$ cat src/rtl/mem_access_unit.sv
// MEM-stage load/store unit: drives a single-outstanding req/ack data-RAM port,
// lane-positions store data, aligns/extends load data and stalls the pipeline.
module mem_access_unit #(
  parameter int ADDR_WIDTH     = 32,
  parameter int TIMEOUT_CYCLES = 255
) (
  input  logic                  clk,
  input  logic                  rst_n,
  input  logic                  in_valid,
  input  logic                  mem_read_flag,
  input  logic                  mem_write_flag,
  input  logic                  mem_sign_ext_flag,
  input  logic [3:0]            mem_sel,
  input  logic [31:0]           mem_write_data,
  input  logic [ADDR_WIDTH-1:0] mem_addr,
  output logic                  ram_req,
  output logic [3:0]            ram_we,
  output logic [ADDR_WIDTH-1:0] ram_addr,
  output logic [31:0]           ram_wdata,
  input  logic [31:0]           ram_rdata,
  input  logic                  ram_ack,
  output logic [31:0]           load_data,
  output logic                  done,
  output logic                  stall_req,
  output logic                  addr_err,
  output logic                  bus_err
);

  localparam int CNT_W = $clog2(TIMEOUT_CYCLES + 1);
  localparam logic [CNT_W-1:0] CNT_LAST = CNT_W'(TIMEOUT_CYCLES - 1);

  typedef enum logic [1:0] {IDLE, REQ, FIN} state_t;

  state_t                  state_q, state_d;
  logic [ADDR_WIDTH-1:0]   addr_q;
  logic [3:0]              we_q;
  logic [31:0]             wdata_q;
  logic                    read_q;
  logic                    sign_q;
  logic                    word_q;
  logic [CNT_W-1:0]        cnt_q;
  logic [31:0]             load_q;
  logic                    addr_err_q;

  logic                    sel_byte, sel_word, is_write;
  logic                    start, misalign, accept, timeout;
  logic [7:0]              rd_byte;
  logic [31:0]             rd_ext;

  assign sel_byte = (mem_sel == 4'b0001);
  assign sel_word = (mem_sel == 4'b1111);
  assign is_write = mem_write_flag;
  assign start    = in_valid & (mem_read_flag | mem_write_flag) & (sel_byte | sel_word);
  assign misalign = start & sel_word & (mem_addr[1:0] != 2'b00);
  assign accept   = (state_q == IDLE) & start & ~misalign;

  // Byte lane select for loads uses the latched address, not the live ALU output.
  always_comb begin
    rd_byte = ram_rdata[7:0];
    case (addr_q[1:0])
      2'd0: rd_byte = ram_rdata[7:0];
      2'd1: rd_byte = ram_rdata[15:8];
      2'd2: rd_byte = ram_rdata[23:16];
      2'd3: rd_byte = ram_rdata[31:24];
      default: rd_byte = ram_rdata[7:0];
    endcase
    if (word_q)
      rd_ext = ram_rdata;
    else if (sign_q)
      rd_ext = {{24{rd_byte[7]}}, rd_byte};
    else
      rd_ext = {24'b0, rd_byte};
  end

  always_comb begin
    state_d = state_q;
    timeout = 1'b0;
    case (state_q)
      IDLE: if (accept) state_d = REQ;
      REQ: begin
        if (ram_ack) begin
          state_d = FIN;
        end else if (cnt_q == CNT_LAST) begin
          timeout = 1'b1;
          state_d = FIN;
        end
      end
      FIN:     state_d = IDLE;
      default: state_d = IDLE;
    endcase
  end

  always_ff @(posedge clk or negedge rst_n) begin
    if (!rst_n) begin
      state_q    <= IDLE;
      addr_q     <= '0;
      we_q       <= 4'b0000;
      wdata_q    <= 32'b0;
      read_q     <= 1'b0;
      sign_q     <= 1'b0;
      word_q     <= 1'b0;
      cnt_q      <= '0;
      load_q     <= 32'b0;
      addr_err_q <= 1'b0;
    end else begin
      state_q    <= state_d;
      addr_err_q <= (state_q == IDLE) & misalign;
      if (accept) begin
        addr_q  <= mem_addr;
        read_q  <= ~is_write;
        sign_q  <= mem_sign_ext_flag;
        word_q  <= sel_word;
        we_q    <= !is_write ? 4'b0000 : (sel_word ? 4'b1111 : (4'b0001 << mem_addr[1:0]));
        wdata_q <= sel_word ? mem_write_data : {4{mem_write_data[7:0]}};
      end
      if (state_q == REQ)
        cnt_q <= cnt_q + CNT_W'(1);
      else
        cnt_q <= '0;
      // A timed-out access leaves a defined zero result rather than stale data.
      if ((state_q == REQ) && ram_ack && read_q)
        load_q <= rd_ext;
      else if (timeout)
        load_q <= 32'b0;
    end
  end

  assign ram_req   = (state_q == REQ);
  assign ram_we    = (state_q == REQ) ? we_q : 4'b0000;
  assign ram_addr  = {addr_q[ADDR_WIDTH-1:2], 2'b00};
  assign ram_wdata = wdata_q;
  assign load_data = load_q;
  assign done      = (state_q == FIN);
  assign stall_req = rst_n & (accept | (state_q == REQ));
  assign addr_err  = addr_err_q;
  assign bus_err   = timeout;

endmodule

$ cat config.mk
export PLATFORM = sky130hd
export DESIGN_NAME = mem_access_unit
export DESIGN_NICKNAME = d
export VERILOG_FILES = /design/src/rtl/mem_access_unit.sv
export SDC_FILE = /design/constraint.sdc
export NUM_CORES = 1
export LEC_CHECK = 0
export ABC_AREA = 1
export CAP_MARGIN = 20
export CORE_AREA = 2 2 110 112
export DETAILED_ROUTE_END_ITERATION = 10
export DIE_AREA = 0 0 112 114
export HOLD_SLACK_MARGIN = 0.05
export PLACE_DENSITY_LB_ADDON = 0.3
export SLEW_MARGIN = 25
export SYNTH_ARGS = -nofsm -noshare
export SYNTH_HDL_FRONTEND = slang
export SYNTH_SLANG_ARGS = --single-unit
$ cat constraint.sdc
create_clock -name clk -period 3.3 [get_ports clk]
set_input_delay 0.495 -clock clk [delete_from_list [all_inputs] [get_ports clk]]
set_output_delay 0.495 -clock clk [all_outputs]
set_load 0.02 [all_outputs]
# After elaboration in Yosys (flattened, before gate mapping)

Index checks and enable logic that the tools add are counted.

Input bits: 107
Flip-flop bits (word level): 114

Bitwise operators: 13
Eq/ne operators: 10
Add/subtract/negate cells: 1
Multiplexer cells: 17
Shifts and indexed selects: 1
Reduce and logical (&&, ||, !) cells: 7

Operators with widths:

| cell                  | number |
|---|---|
| $mux W32              | 5 |
| $pmux W8 S4           | 1 |
| $mux W4               | 3 |
| $add A8 B1 Y8 const B | 1 |
| $and A1 B1 Y1         | 8 |
| $eq A8 B8 Y1 const B  | 1 |
| $mux W8               | 1 |
| $eq A2 B2 Y1 const B  | 3 |
| $mux W2               | 3 |
| $eq A2 B1 Y1 const B  | 2 |
| $eq A4 B1 Y1 const B  | 1 |
| $eq A4 B4 Y1 const B  | 1 |
| $logic_not A2 Y1      | 2 |
| $pmux W2 S2           | 1 |
| $reduce_bool A2 Y1    | 2 |
| $shl A1 B2 Y4 const A | 1 |
| $mux W1               | 3 |
| $ne A3 B1 Y1 const B  | 1 |
| $or A1 B1 Y1          | 3 |
| $logic_and A1 B1 Y1   | 2 |
| $ne A2 B2 Y1 const B  | 1 |
| $not A1 Y1            | 2 |
| $reduce_and A2 Y1     | 1 |

# Logic depth before layout (Yosys ltp)

Gate-level depths: netlist of run 1.

Depth in word-level cells: 9
Mapped depth: 9
Gate-level depth less buffers: 7

# Least setup slack after synthesis of run 1

OpenSTA, ideal clock, no wires.

Path type: input port to output port
Start: input port mem_sel[3]
End: output port stall_req
Data required time: 2.805 ns
Stages on the path: 7
Buffers on the path: 1
Arrival time: 1.671 ns
Setup slack: 1.134 ns
Path through: nand2_1 > nor2_4 > inv_2 > nand2_2 > nand3_4 > buf_6 > a21boi_0

Word-level cells in the longest chain between the ends: 9

Ends and longest elaborated chain:

| item                                                | line   | text |
|---|---|---|
| from (decl)                                         | 13     | `input logic [3:0] mem_sel,` |
| $eq A4 B1 Y1 / $eq A4 B4 Y1 (equally long branches) | 50, 51 |  |
| $or A1 B1 Y1                                        | 53     | `assign start = in_valid & (mem_read_flag \| mem_write_flag) & (sel_byte \| sel_word);` |
| $and A1 B1 Y1                                       | 53     |  |
| $and A1 B1 Y1 (2 in series)                         | 54     | `assign misalign = start & sel_word & (mem_addr[1:0] != 2'b00);` |
| $not A1 Y1                                          | 55     | `assign accept = (state_q == IDLE) & start & ~misalign;` |
| $and A1 B1 Y1 (*)                                   | 55     |  |
| $or A1 B1 Y1 (*)                                    | 134    | `assign stall_req = rst_n & (accept \| (state_q == REQ));` |
| $and A1 B1 Y1 (*)                                   | 134    |  |
| to (decl)                                           | 24     | `output logic stall_req,` |

Every way passes the cells marked *; elsewhere a longest branch is shown, timed or not.

# Worst setup path after layout of run 1

Start: input port mem_write_flag
End: output port stall_req

Word-level cells in the longest chain between the ends: 9

Ends and longest elaborated chain:

| item                            | line | text |
|---|---|---|
| from (decl)                     | 11   | `input logic mem_write_flag,` |
| $or A1 B1 Y1 (*)                | 53   |  |
| $and A1 B1 Y1 (*) (2 in series) | 53   |  |
| $and A1 B1 Y1 (2 in series)     | 54   |  |
| $not A1 Y1                      | 55   |  |
| $and A1 B1 Y1 (*)               | 55   |  |
| $or A1 B1 Y1 (*)                | 134  |  |
| $and A1 B1 Y1 (*)               | 134  |  |

Marks and branches as above.

==> results of run 1 <==
-- critical path, delay by kind of cell --
family / cells / cell delay (ns)
buffers and inverters: 2 / 1.24
AND/OR/NAND/NOR: 2 / 0.42
AO/OA/AOI/OAI: 2 / 0.40
-- state kept, by name, indices dropped and copies added (netlist names) --
signal and count:
addr_q 32, load_data 32, ram_wdata 32, cnt_q 8
we_q 4, state_q 2, addr_err 1, read_q 1
sign_q 1, word_q 1
-- synth_stat cells (all sizes together) --
library cell / instances
nand2: 164
dfrtp: 114
o21ai: 94
nor2: 75
inv: 72
buf: 48
a21oi: 43
nand3: 43
clkbuf: 18
ha: 2
a21boi: 1
conb: 1
nand3b: 1
nand4: 1
o21bai: 1
-- cell families (layout without fill, tap and decap cells) --
family                   after synthesis  count (layout)  share of synthesized area, %
buffers and inverters                138             321                          12.9
AO/OA/AOI/OAI                        139             139                          13.0
adder cells (fa/ha/maj)                2               2                         0.459
flip-flops                           114             114                          52.4
AND/OR/NAND/NOR                      284             284                          21.2
other                                  1               2                        0.0688
-- through the flow --
step	worst slack (ns)	hold slack (ns)
2_1_floorplan	1.13	0.199
3_3_place_gp	0.371	0.469
3_5_place_dp	0.263	0.477
4_1_cts	0.222	0.228
5_1_grt	0.105	0.263
6_report	0.243	0.207
-- routing by layer --
metal / global-route usage (%) / up-vias / share of wire [%]
met4: 9.11 / 0 / 2.1
met5: 0 / - / 0
met1: 28.3 / 2381 / 40
li1: - / 2457 / -
met3: 10.3 / 25 / 9.3
met2: 40.0 / 217 / 49
-- layout make-up --
class	instances	area, um^2
clock buffers	23	498
clock inverters	9	174
fillers	967	3680
inverters	72	270
multi-input cells	427	1900
flip-flops and latches	114	2850
well taps	147	184
repair buffers	217	2150
-- worst paths after layout --
check,end,slack [ns]
setup / recovery,stall_req,0.24
hold / removal,load_data[10],0.21
setup reg to reg,load_data[17],1.19
hold reg to reg,ram_wdata[0],0.48
max in group asynchronous,ram_wdata[2],1.80
min in group clk,ram_wdata[0],0.48
-- report_power, final --
part           internal (uW)  total, uW  switching [uW]  leakage [uW]
Combinational            769       1620             852       0.00209
Sequential              1700       1890             190       0.00149
Clock                   1440       2070             636      0.000333
==> metrics.txt, run 1 <==
DRT Wirelength 15300 um; gate count of the mapped netlist 678; Detailed Place HPWL 10500 um; P&R area growth vs syn 47.4%; cts repair resizes 0; crit-path cells clkdlybuf4s50_1 -> o21ai_1 -> nor2_1 -> nand3_4 -> a21boi_0 -> clkdlybuf4s50_1; Final Cell Area 8030 um^2; CTS buffer count 17; hold violation total from the final report 0; die area 12800 um^2; post-layout util 68.5%; crit path from mem_write_flag; most common cell after layout, fill and taps aside clkdlybuf4s50_1; Tot GR Track Use 24.2%; Clock Path Buffers 2; flops & latches, synth 114; max-cap violations 0; drt pass-1 iters 7; Cell Area, Synth 5450 um^2; Critical Path AT 2.56 ns; hold buffers post-CTS 0; drt wl/cell 15.2 um; Post-Layout Cell Count 1009; postcts setup bufs 0; status complete, no violations; slowest CP cell clkdlybuf4s50_1; largest net degree at the start of global routing 69; Initial Util 46.5%; core outline area 11700 um^2; port bufs 209; Yosys top cell by area dfrtp_1; TNS Setup 0 ns; Worst VDD drop 0.603 mV; antenna violations before repair 0; Final ANT Viol Nets 0; Worst Setup Start Kind input port; RSZ-0062 raised after global routing no; Leakage Power 0.00391 uW; sequential share of the synthesized area 52.4%; CTS root buffer clkbuf_16; Crit path top cell by count clkdlybuf4s50_1; Ys Warns 0; Syn Area/Cell 8.03 um^2; CTS tree built; top-area cell type share of the netlist area 52.4%; first-pass GRT wire length 24300 um; share of cells above drive strength 1 5.57%; relative slew slack 43.7%; Hold Crit Class in -> async; ANT cells 0; Reg2Reg Depth 4; Critical Path RT 2.80 ns; via/cell ratio 5.03; Slew @ Worst Pin 0.844 ns; final total power 5580 uW; post-placement cell area 7360 um^2; vias in the first global route 5014; Die Y 114 um; crit path time final 3.06 ns; final setup vio count 0; Max Clk Rate 0.327 GHz; Final GP Congestion 0.887; Final Slew Violations 0; Distinct cells, synth 25; net count reported at finish 958; drt drc 0; FP Rows 40; H-Tree Depth 4; clock sinks 114; DR vias 5080; Worst-path clk slew 0.05 ns; P per Cell Area 696 nW/um^2; clock latency on the worst-skew pair 0.41 ns; I/O pin count 212; cell count after placement 977; CP max FO 14; CP Class in -> out; gr ovfl total 0; Die W 112 um; Final Cycle Share 92.6%; max incr delay on CP 0.66 ns; Reg-to-Reg Start word_q; Critical Path Sink Type output pin; Initial DRC Count 413; synth top area cells dfrtp_1 (52%), nand2_1 (11%), o21ai_1 (5.5%), nor2_1 (5.1%), inv_1 (4.9%); Setup Skew 0.00465 ns; most frequent cells in the layout clkdlybuf4s50_1 (208), nand2_1 (163), dfrtp_1 (114), nor2_1 (74), inv_1 (71)
Note: power is estimated with default switching activity, not from simulation.
==> run 2: changes to the inputs <==
- CORE_AREA: 2 2 110 112 -> 2 2 99 101
- CTS_CLUSTER_DIAMETER: not set -> 60
- DIE_AREA: 0 0 112 114 -> 0 0 101 103
- DONT_BUFFER_PORTS: not set -> 1
==> run 2 against run 1 <==
Wire length is 17% lower; design area is 27% lower; total power is 16% lower; final cell count is 24% lower; setup slack better by 0.64 ns; via count is 18% lower; global-route usage is 0.27 points higher; utilization is 6.4 points lower; critical path depth is 2 higher; highest routed layer unchanged.
==> metrics.txt, run 2 (synthesized netlist as in run 1, its figures left out) <==
status complete, no violations; gr ovfl total 0; TNS Setup 0 ns; Final Cell Area 5870 um^2; hold violation total from the final report 0; first-pass GRT wire length 19600 um; H-Tree Depth 4; Initial Util 57.6%; Final Cycle Share 73.2%; Post-Layout Cell Count 769; Detailed Place HPWL 8670 um; antenna violations before repair 0; via/cell ratio 5.44; most frequent cells in the layout nand2_1 (163), dfrtp_1 (114), nor2_1 (74), inv_1 (71), o21ai_1 (60); clock latency on the worst-skew pair 0.51 ns; Critical Path Sink Type output pin; port bufs 0; postcts setup bufs 0; net count reported at finish 751; Leakage Power 0.00311 uW; largest net degree at the start of global routing 144; share of cells above drive strength 1 7.02%; drt pass-1 iters 5; Clock Path Buffers 2; Setup Skew 0.00563 ns; Final ANT Viol Nets 0; Max Clk Rate 0.414 GHz; clock sinks 114; RSZ-0062 raised after global routing no; cell count after placement 735; Final GP Congestion 0.874; CTS tree built; core outline area 9460 um^2; vias in the first global route 4056; Slew @ Worst Pin 0.825 ns; Die W 101 um; Worst Setup Start Kind flip-flop; final total power 4670 uW; post-placement cell area 5240 um^2; relative slew slack 44.8%; Initial DRC Count 195; CTS root buffer clkbuf_8; DR vias 4181; Worst VDD drop 0.351 mV; P per Cell Area 795 nW/um^2; DRT Wirelength 12700 um; cts repair resizes 0; Critical Path RT 2.80 ns; hold buffers post-CTS 2; most common cell after layout, fill and taps aside nand2_1; Worst-path clk slew 0.06 ns; FP Rows 36; Critical Path AT 1.92 ns; post-layout util 62.1%; P&R area growth vs syn 7.83%; drt wl/cell 16.5 um; die area 10400 um^2; Hold Crit Class in -> reg; max-cap violations 0; CTS buffer count 17; drt drc 0; CP Class reg -> out; ANT cells 0; Tot GR Track Use 24.4%; Die Y 103 um; crit path time final 2.42 ns; I/O pin count 212; CP max FO 33; Final Slew Violations 0; final setup vio count 0
[run 2: cell count changes in the layout (fill, tap and decap cells not counted), sizes merged]
cell	before	now
bufinv	5	4
clkbuf	23	21
clkdlybuf4s50	208	0
clkinv	4	5
clkinvlp	0	2
dlygate4sd3	0	1
[run 2: final timing paths]
kind	startpoint	endpoint	slack, ns	depth (start not counted)
min	mem_write_flag	read_q	0.08	1
min in group asynchronous	rst_n	addr_q[4]	0.59	2
max reg2reg	word_q	load_data[15]	1.24	4
max	cnt_q[0]	bus_err	0.88	8
max in group asynchronous	rst_n	ram_wdata[28]	2.29	2
min reg2reg	we_q[1]	we_q[1]	0.49	2
[run 2: area by class of cell]
cell class | instances | area, um^2
tap | 114 | 143
timing repair buffer | 10 | 110
clock inverter | 11 | 160
fill | 809 | 3580
multi-input combinational | 427 | 1900
inverter | 72 | 270
sequential | 114 | 2850
clock buffer | 21 | 439
[run 2: routing by layer]
metal  share of wire [%]  routed length (um)  GRT usage [%]
met5                   0                   0              0
met4                 2.4                 306           10.8
met2                  49                6230           39.5
met1                  39                4960           29.8
met3                 9.3                1180           8.68
[run 2: worst max-delay path, stage by stage, from the launching register on]
cell and delay, ns:
dfrtp_1 0.39, inv_1 0.06, ha_1 0.19, nand2_1 0.06, nor2_1 0.05, nand4_1 0.08
buf_4 0.33, inv_1 0.07, buf_4 0.16
[run 2: power by group]
group	leakage [uW]	internal (uW)	switching [uW]
sequential	0.00149	1700	594
combinational	0.00133	201	328
clock	0.000291	1240	610
[run 2: stage by stage]
step	setup WS [ns]	hold slack, ns
6_report	0.883	0.0824
5_1_grt	0.777	0.0728
4_1_cts	0.874	0.0692
3_5_place_dp	1.32	0.204
3_3_place_gp	1.42	0.203
2_1_floorplan	1.13	0.199
==> run 3: changes to the inputs <==
- CORE_AREA: 2 2 99 101 -> 2 2 101 103
- DIE_AREA: 0 0 101 103 -> 0 0 103 105
- clock period: 3.3 -> 2.1 ns (I/O delays scaled with it)
==> run 3 against run 2 <==
The run now ends with hold timing left; design area rose by 16%; combinational power grew 87%; setup slack got worse by 0.77 ns; largest power group unchanged.
==> metrics.txt, run 3 (synthesized netlist as in run 1, its figures left out) <==
first-pass GRT wire length 23500 um; I/O pin count 212; Critical Path Sink Type output pin; Initial Util 56.5%; final setup vio count 0; max-cap violations 0; pre-CTS WS 0.437 ns; DRT Wirelength 14800 um; ANT cells 0; hold buffers post-CTS 86; Worst VDD drop 0.629 mV; gr ovfl total 0; drt pass-1 iters 5; CP max FO 4; Hold Crit Class in -> async; core outline area 9640 um^2; Final ANT Viol Nets 0; slowest CP cell dfrtp_1; Clock Path Buffers 2; P per Cell Area 1090 nW/um^2; Initial DRC Count 374; most frequent cells in the layout nand2_1 (163), dfrtp_1 (114), dlygate4sd3_1 (86), nor2_1 (71), inv_1 (69); FP Rows 36; Die Y 105 um; Final Cell Area 6800 um^2; Detailed Place HPWL 8740 um; via/cell ratio 5.38; clock sinks 114; largest net degree at the start of global routing 144; CTS buffer count 17; drt wl/cell 16.7 um; status finished with violations; die area 10800 um^2; drt drc 0; final worst slack 0.109 ns; crit-path cells inv_1 -> ha_1 -> nand2_1 -> nor2_2 -> nand4_1 -> inv_2 -> buf_6; antenna violations before repair 0; port bufs 0; max incr delay on CP 0.40 ns; hold violation total from the final report 114; CP Class reg -> out; H-Tree Depth 4; net count reported at finish 847; CTS tree built; Slew @ Worst Pin 0.815 ns; Reg-to-Reg Start word_q; Final GP Congestion 0.875; DR vias 4747; Critical Path RT 1.78 ns; Setup Skew 0.0106 ns; final hold slack -0.500 ns; Tot GR Track Use 28.2%; CTS root buffer clkbuf_8; Worst Setup Start Kind flip-flop; P&R area growth vs syn 24.9%; worst reg2reg endpoint load_data[1]; Leakage Power 0.00349 uW; R2R Setup Slk 0.12 ns; Reg2Reg Depth 8; relative slew slack 45.5%; Final Cycle Share 94.8%; vias in the first global route 4704; most common cell after layout, fill and taps aside nand2_1; Worst-path clk slew 0.05 ns; Final Slew Violations 0; clock latency on the worst-skew pair 0.52 ns; Die W 103 um; RSZ-0062 raised after global routing yes; failing checks hold timing; crit path time final 1.99 ns; post-placement cell area 5310 um^2; Critical Path AT 1.68 ns; share of cells above drive strength 1 8.40%; Max Clk Rate 0.502 GHz
==> run 3: cell type report <==
cell class	instances	area [um^2]
multi-input cells	427	1910
clock buffers	20	435
repair buffers	106	1030
clock inverters	11	138
inverters	72	274
flip-flops and latches	114	2850
well taps	133	166
fillers	719	2840
==> run 3: how the worst max path moves through the flow <==
stage                          start             to  cells after the start
final                       cnt_q[0]        bus_err                      7
after global routing      state_q[1]      stall_req                      5
after CTS                 state_q[0]      stall_req                      6
after detailed placement   addr_q[0]  load_data[27]                      7
after global placement        word_q  load_data[25]                      4
after floorplan           mem_sel[3]      stall_req                      7
==> run 3: per-stage QoR <==
step / cells / hold WS, ns / util [%] / TNS, ns / total power (uW)
2_1_floorplan: 679 / 0.0194 / - / 0 / 4370
3_3_place_gp: 761 / 0.0234 / 55.1 / 0 / 4380
3_5_place_dp: 761 / 0.0234 / 55.1 / 0 / 4430
4_1_cts: 881 / -0.526 / 70.3 / 0 / 7390
5_1_grt: 883 / -0.532 / 70.6 / -0.0163 / 7740
6_report: 883 / -0.500 / 70.6 / 0 / 7390
==> run 3: timing repair <==
action,in CTS,in global routing
gates resized for setup,1,7
setup endpoints to repair,2,6
pin swaps,1,1
setup buffers,3,2
endpoints found under the hold margin,204,114
==> run 3: worst max-delay path, delay by kind of cell, from the launching register on <==
kind	cells	cell delay [ns]
adders and majority gates	1	0.14
and+or+nand+nor	3	0.32
DFF	1	0.40
buffers and inverters	3	0.31
==> run 3: metal layers <==
layer | wire, um | part of all wire, % | vias to the layer above | GRT usage [%]
met5 | 0 | 0 | - | 0
met4 | 377 | 2.6 | 0 | 12.9
met3 | 1480 | 10 | 38 | 8.76
met2 | 7290 | 49 | 281 | 45.3
met1 | 5640 | 38 | 2198 | 34.4
li1 | - | - | 2230 | -
==> run 3: power by group <==
part           internal [uW]  total [uW]  switching [uW]
clock network           1820        2790             975
registers               2670        3610             948
logic                    439         989             549
